--- config.mk ---
export PLATFORM = sky130hd
export DESIGN_NAME = cell_ram_arbiter
export DESIGN_NICKNAME = d
export VERILOG_FILES = /design/src/rtl/cell_pkg.sv /design/src/rtl/rd_return_pipe.sv /design/src/rtl/cell_ram_arbiter.sv
export SDC_FILE = /design/constraint.sdc
export NUM_CORES = 1
export LEC_CHECK = 0
export CAP_MARGIN = 5
export CORE_MARGIN = 2
export CORE_UTILIZATION = 35
export CTS_BUF_LIST = sky130_fd_sc_hd__clkbuf_4 sky130_fd_sc_hd__clkbuf_8
export CTS_CLUSTER_DIAMETER = 200
export DETAILED_ROUTE_END_ITERATION = 6
export HOLD_SLACK_MARGIN = 0.05
export PLACE_DENSITY = 0.95
export SLEW_MARGIN = 0
export SYNTH_ARGS = -nofsm -noshare
export SYNTH_HDL_FRONTEND = slang
export SYNTH_HIERARCHICAL = 1
export SYNTH_SLANG_ARGS = --single-unit
--- constraint.sdc ---
create_clock -name clka -period 4.75 [get_ports clka]
set_input_delay 1.1875 -clock clka [delete_from_list [all_inputs] [get_ports clka]]
set_output_delay 1.1875 -clock clka [all_outputs]
set_load 0.05 [all_outputs]
--- src/rtl/cell_pkg.sv ---
// Shared definitions for the cell RAM arbiter: default widths, requester ids
// and the arbiter state encoding.
package cell_pkg;

  localparam int ADDR_W_DEF = 9;
  localparam int DATA_W_DEF = 8;

  typedef logic [1:0] port_id_t;

  localparam port_id_t PORT_LOAD  = 2'd0;
  localparam port_id_t PORT_SWEEP = 2'd1;
  localparam port_id_t PORT_DISP  = 2'd2;

  typedef enum logic {
    IDLE  = 1'b0,
    GRANT = 1'b1
  } arb_state_e;

  function automatic logic [2:0] port_onehot(input port_id_t p);
    return 3'b001 << p;
  endfunction

endpackage

--- src/rtl/rd_return_pipe.sv ---
// Carries the owner id of each read beat through a READ_LAT-deep pipe so the
// matching rvalid pulse lines up with the RAM's read data.
module rd_return_pipe
  import cell_pkg::*;
#(
  parameter int DATA_W   = DATA_W_DEF,
  parameter int READ_LAT = 1
) (
  input  logic              clka,
  input  logic              reset_n,
  input  logic              i_push,
  input  port_id_t          i_push_id,
  input  logic [DATA_W-1:0] i_ram_rdata,
  output logic [2:0]        o_rvalid,
  output logic [DATA_W-1:0] o_rdata
);

  logic [READ_LAT-1:0]      r_vld;
  logic [READ_LAT-1:0][1:0] r_id;

  // NOTE: the id stages are cleared with the valid bits even though only the
  // valid bits matter; a small pipe like this costs nothing to reset and keeps
  // X out of o_rvalid decoding after reset.
  always_ff @(posedge clka or negedge reset_n) begin
    if (!reset_n) begin
      r_vld <= '0;
      r_id  <= '0;
    end else begin
      r_vld[0] <= i_push;
      r_id[0]  <= i_push_id;
      for (int i = 1; i < READ_LAT; i++) begin
        r_vld[i] <= r_vld[i-1];
        r_id[i]  <= r_id[i-1];
      end
    end
  end

  assign o_rvalid = r_vld[READ_LAT-1] ? port_onehot(r_id[READ_LAT-1]) : 3'b000;
  // The RAM's own output register provides the latency; no extra stage here.
  assign o_rdata  = i_ram_rdata;

endmodule

--- src/rtl/cell_ram_arbiter.sv ---
// Single-port cell RAM arbiter: port 0 fixed priority, ports 1/2 round-robin,
// locked bursts of up to MAX_BURST beats with one bubble between owners.
module cell_ram_arbiter
  import cell_pkg::*;
#(
  parameter int ADDR_W    = ADDR_W_DEF,
  parameter int DATA_W    = DATA_W_DEF,
  parameter int MAX_BURST = 16,
  parameter int READ_LAT  = 1
) (
  input  logic                clka,
  input  logic                reset_n,
  input  logic [2:0]          req,
  input  logic [2:0]          we,
  input  logic [3*ADDR_W-1:0] addr,
  input  logic [3*DATA_W-1:0] wdata,
  output logic [2:0]          gnt,
  output logic [2:0]          rvalid,
  output logic [DATA_W-1:0]   rdata,
  output logic                ram_en,
  output logic                ram_we,
  output logic [ADDR_W-1:0]   ram_addr,
  output logic [DATA_W-1:0]   ram_wdata,
  input  logic [DATA_W-1:0]   ram_rdata,
  output logic                busy
);

  localparam int CNT_W = $clog2(MAX_BURST + 1);
  localparam logic [CNT_W-1:0] LAST_BEAT = CNT_W'(MAX_BURST - 1);

  arb_state_e       r_state, w_state_nxt;
  port_id_t         r_owner, w_owner_nxt;
  port_id_t         r_rr_last, w_rr_last_nxt;
  port_id_t         w_winner;
  logic [CNT_W-1:0] r_beat_cnt, w_beat_cnt_nxt;
  logic [2:0]       r_gnt, w_gnt_nxt;

  logic              w_beat;
  logic              w_sel_we;
  logic [ADDR_W-1:0] w_sel_addr;
  logic [DATA_W-1:0] w_sel_wdata;

  // NOTE: every signal written here gets a default first, so no path through
  // the case/if tree leaves it unassigned and no latch is inferred.
  always_comb begin
    w_sel_we    = we[0];
    w_sel_addr  = addr[0 +: ADDR_W];
    w_sel_wdata = wdata[0 +: DATA_W];
    case (r_owner)
      PORT_SWEEP: begin
        w_sel_we    = we[1];
        w_sel_addr  = addr[ADDR_W +: ADDR_W];
        w_sel_wdata = wdata[DATA_W +: DATA_W];
      end
      PORT_DISP: begin
        w_sel_we    = we[2];
        w_sel_addr  = addr[2*ADDR_W +: ADDR_W];
        w_sel_wdata = wdata[2*DATA_W +: DATA_W];
      end
      default: ;
    endcase
  end

  assign w_beat = (r_state == GRANT) && req[r_owner];

  always_comb begin
    w_winner = PORT_SWEEP;
    if (req[PORT_LOAD]) begin
      w_winner = PORT_LOAD;
    end else if (req[PORT_SWEEP] && req[PORT_DISP]) begin
      w_winner = (r_rr_last == PORT_SWEEP) ? PORT_DISP : PORT_SWEEP;
    end else if (req[PORT_DISP]) begin
      w_winner = PORT_DISP;
    end
  end

  always_comb begin
    w_state_nxt    = r_state;
    w_owner_nxt    = r_owner;
    w_rr_last_nxt  = r_rr_last;
    w_beat_cnt_nxt = r_beat_cnt;
    w_gnt_nxt      = r_gnt;
    case (r_state)
      IDLE: begin
        if (|req) begin
          w_state_nxt    = GRANT;
          w_owner_nxt    = w_winner;
          w_gnt_nxt      = port_onehot(w_winner);
          w_beat_cnt_nxt = '0;
          if (w_winner != PORT_LOAD) w_rr_last_nxt = w_winner;
        end
      end
      GRANT: begin
        if (!req[r_owner] || (w_beat && (r_beat_cnt == LAST_BEAT))) begin
          w_state_nxt    = IDLE;
          w_gnt_nxt      = 3'b000;
          w_beat_cnt_nxt = '0;
        end else if (w_beat) begin
          w_beat_cnt_nxt = r_beat_cnt + 1'b1;
        end
      end
      default: begin
        w_state_nxt = IDLE;
        w_gnt_nxt   = 3'b000;
      end
    endcase
  end

  // NOTE: sequential state uses non-blocking assignments so every register
  // samples the pre-edge values regardless of statement order.
  always_ff @(posedge clka or negedge reset_n) begin
    if (!reset_n) begin
      r_state    <= IDLE;
      r_owner    <= PORT_LOAD;
      r_rr_last  <= PORT_DISP;
      r_beat_cnt <= '0;
      r_gnt      <= 3'b000;
    end else begin
      r_state    <= w_state_nxt;
      r_owner    <= w_owner_nxt;
      r_rr_last  <= w_rr_last_nxt;
      r_beat_cnt <= w_beat_cnt_nxt;
      r_gnt      <= w_gnt_nxt;
    end
  end

  assign gnt       = r_gnt;
  assign busy      = (r_state == GRANT);
  assign ram_en    = w_beat;
  assign ram_we    = w_beat && w_sel_we;
  assign ram_addr  = w_sel_addr;
  assign ram_wdata = w_sel_wdata;

  rd_return_pipe #(
    .DATA_W   (DATA_W),
    .READ_LAT (READ_LAT)
  ) u_rd_return_pipe (
    .clka        (clka),
    .reset_n     (reset_n),
    .i_push      (w_beat && !w_sel_we),
    .i_push_id   (r_owner),
    .i_ram_rdata (ram_rdata),
    .o_rvalid    (rvalid),
    .o_rdata     (rdata)
  );

endmodule

==> summary.md <==
| Metric | Value |
|---|---|
| Vias in the first global route | 1162 |
| Dpl hpwl | 2990 µm |
| Die Y | around 62 µm |
| Non-filler instance count after layout | 260 |
| Via count | ~1.3k |
| WL/cell | approximately 14 µm |
| Clk_skew | ~0.00056 ns |
| Post-route setup TNS | 0 ns |
| Die width | about 62 µm |
| Post-CTS Setup Bufs | 0 |
| Slew @ Worst Pin | 0.671 ns |
| Status | completed |
| Post-synth EDFFs | 0 |
| Pins Over Slew Limit | 0 |
| Register area share after synthesis | 0.345 |
| FF+latch count, synth | 16 |
| DRT Wirelength | about 3600 µm |
| Static leakage | roughly 0.86 nW |
| Placer congestion estimate | 0.781 |
| Max Clock Freq | about 240 MHz |
| Hold Crit Start | gnt[2] |
| CP endpoint kind | output pin |
| Clk root buf | clkbuf_4 |
| Most frequent cells after synthesis | nand2_1, o21ai_0, a22oi_1, dfrtp_1, buf_4 |
| Antenna viol nets, final | 0 |
| FF-to-FF setup slack | approximately 2.8 ns |
| Detailed-router iteration count before antenna repair | 4 |
| Die area | 0.00380 mm² |
| Area contributors post-synth | dfrtp_1, a22oi_1, o21ai_0 |
| WP data required | 3.56 ns |
| Num ports | 101 |
| DRT iter0 DRCs | 71 |
| Syn. warnings | 6 |
| Fin. Hold Viols | 0 |
| Max Fanout on Critical Path | 6 |
| Netlist cell types | 31 |
| GR Layer Usage met2 | 0.307 |
| Maxcap violations | 0 |
| Worst r2r path cells | 7 |
| Period minus WS final | ~4.2 ns |
| Clk buf depth | 2 |
| Design area | just over 0.002 mm² |
| CTS buffer count | 3 |
| Min-Delay Endpoint | gnt[2] |
| Met3 Use GR | 0.0441 |
| CP Class | input pin to output pin |
| Critical R2R Capture | gnt[1] |
| Synthesized cell area | between 0.001 and 0.0015 mm² |
| Dpl cells | ~260 |
| H-tree depth | 1 |
| Slew HR | 0.551 |
| Row Count | 20 |
| Post-Syn Nets | 214 |
| Initial antenna violation count | 0 |
| CORE AREA | 0.00310 mm² |
| Ys flop type | dfrtp_1 |
| Share of layout cells above drive strength 1 | 0.0556 |
| Final Cycle Share | 0.890 |
| I/O Buffers | between 80 and 90 |
| WP data arrival | between 3 and 4 ns |
| CTS tree | built |
| Startpoint types | input pin |
| Top cell type's share of synthesized area | 0.323 |
| Largest net degree at the start of global routing | 37 |
| Gr ovfl total | 0 |
| Syn Area/Cell | just over 8 µm² |
| Final core utilization | 0.649 |
| WHS Path Cells | 1 |
| Peak VDD IR | 0.491 mV |
| CTS sink cnt | 16 |
| DR DRC count | 0 |
| Power density over the cells | 708 mW/mm² |
| Cts hold-fix bufs | 0 |
| Hold WC Path Type | flop to flop |
| Top-count cell post-synth | nand2_1 |
| Worst-Skew Late Latency | ~0.28 ns |
| GRT Max-Usage Layer | met2 |
| Via density | 4.92 |
| Area leader, netlist | dfrtp_1 |
| Nets | between 200 and 300 |
| Initial core utilization | 0.375 |
| Post-Synthesis Cells | ~140 |
| First-pass GRT wire length | slightly below 5000 µm |
| Worst-path clk slew | around 0.090 ns |
| FFs w/ async S/R, synth | 1.00 |
| Hold slack final | 0.481 ns |
| RSZ-0062 raised after global routing | false |
| Placed Area | 0.00198 mm² |
| Ant diodes | 0 |
| Post_cts resized | 0 |
| Post-synthesis to final-layout area growth | 73.0% |
| Overall Global Routing Usage | 0.175 |
| Routing usage on met1 | 0.216 |
| Setup violators final | 0 |
| R2r startpoint | r_beat_cnt[0] |
==> per-layer routing <==
metal,vias up,part of all wire
met1,608,0.38
met2,23,0.57
met5,-,0
met3,4,0.038
met4,0,0.012
li1,644,-
==> through the flow <==
step	setup WS (ns)	power, mW
finish	0.520	1.43
global route	0.349	1.52
detailed placement	0.514	1.35
global placement	0.528	1.33
CTS	0.509	1.44
floorplan	1.20	0.999
==> cell usage in the layout, fill, tap and decap left out <==
cell type,n
clkdlybuf4s50_1,84
nand2b_1,1
a2bb2oi_2,1
clkbuf_8,1
dfrtp_1,15
dfstp_2,1
and3b_1,3
or2_2,1
clkbuf_4,3
a22o_1,1
mux2i_1,1
nor2_1,6
a22oi_1,18
o21bai_1,1
nor4_2,1
and3_1,2
ha_1,4
inv_1,7
nand3b_1,1
buf_4,1
o21a_1,1
xor2_1,1
a21oi_1,1
nor3_1,2
nor3b_2,2
nor2b_1,2
a21bo_2,1
or3b_1,1
nand3_1,2
a21o_1,3
nand2_1,24
o21ai_0,23
==> how the worst max path moves through the flow <==
| stage | from | endpoint | slack (ns) | cells past startpoint |
|---|---|---|---|---|
| 2_1_floorplan | r_owner[0] | ram_addr[2] | 1.20 | 6 |
| 3_3_place_gp | req[0] | ram_we | 0.53 | 6 |
| 3_5_place_dp | req[0] | ram_we | 0.51 | 6 |
| 4_1_cts | req[0] | ram_we | 0.51 | 6 |
| 5_1_grt | req[0] | ram_we | 0.35 | 6 |
| 6_report | req[0] | ram_we | 0.52 | 6 |
==> power breakdown <==
group	internal (mW)	switching [mW]
registers	0.186	0.0466
logic	0.380	0.727
clock network	0.0466	0.0403
==> critical path, stage by stage <==
cell and delay, ns:
clkdlybuf4s50_1 0.57, mux2i_1 0.14, nor2_1 0.09, o21ai_0 0.12, nor2_1 0.13, clkdlybuf4s50_1 0.80
==> logic make-up after synthesis <==
kind of cell / Yosys count / synth area share
compound gates: 50 / 0.281
xor+xnor: 1 / 0.00753
fa+ha+maj: 4 / 0.0430
buf+inv: 23 / 0.100
flops: 16 / 0.345
mux: 1 / 0.00860
simple gates: 48 / 0.215
==> cell type report <==
| type | instances | area, µm² |
|---|---|---|
| clock buffer | 4 | 36.3 |
| fill | 285 | 1090 |
| inverter | 7 | 26.3 |
| multi-input combinational | 104 | 646 |
| sequential | 16 | 402 |
| tap | 44 | 55.1 |
| timing repair buffer | 85 | 848 |
==> sequential cells by signal, summed over array words and instances, names as in the netlist <==
| name | cells |
|---|---|
| r_beat_cnt | 5 |
| gnt | 3 |
| busy | 1 |
| u_rd_return_pipe/r_vld | 1 |
| r_owner | 2 |
| r_rr_last | 2 |
| u_rd_return_pipe/r_id | 2 |
Note: power is estimated with default switching activity, not from simulation.
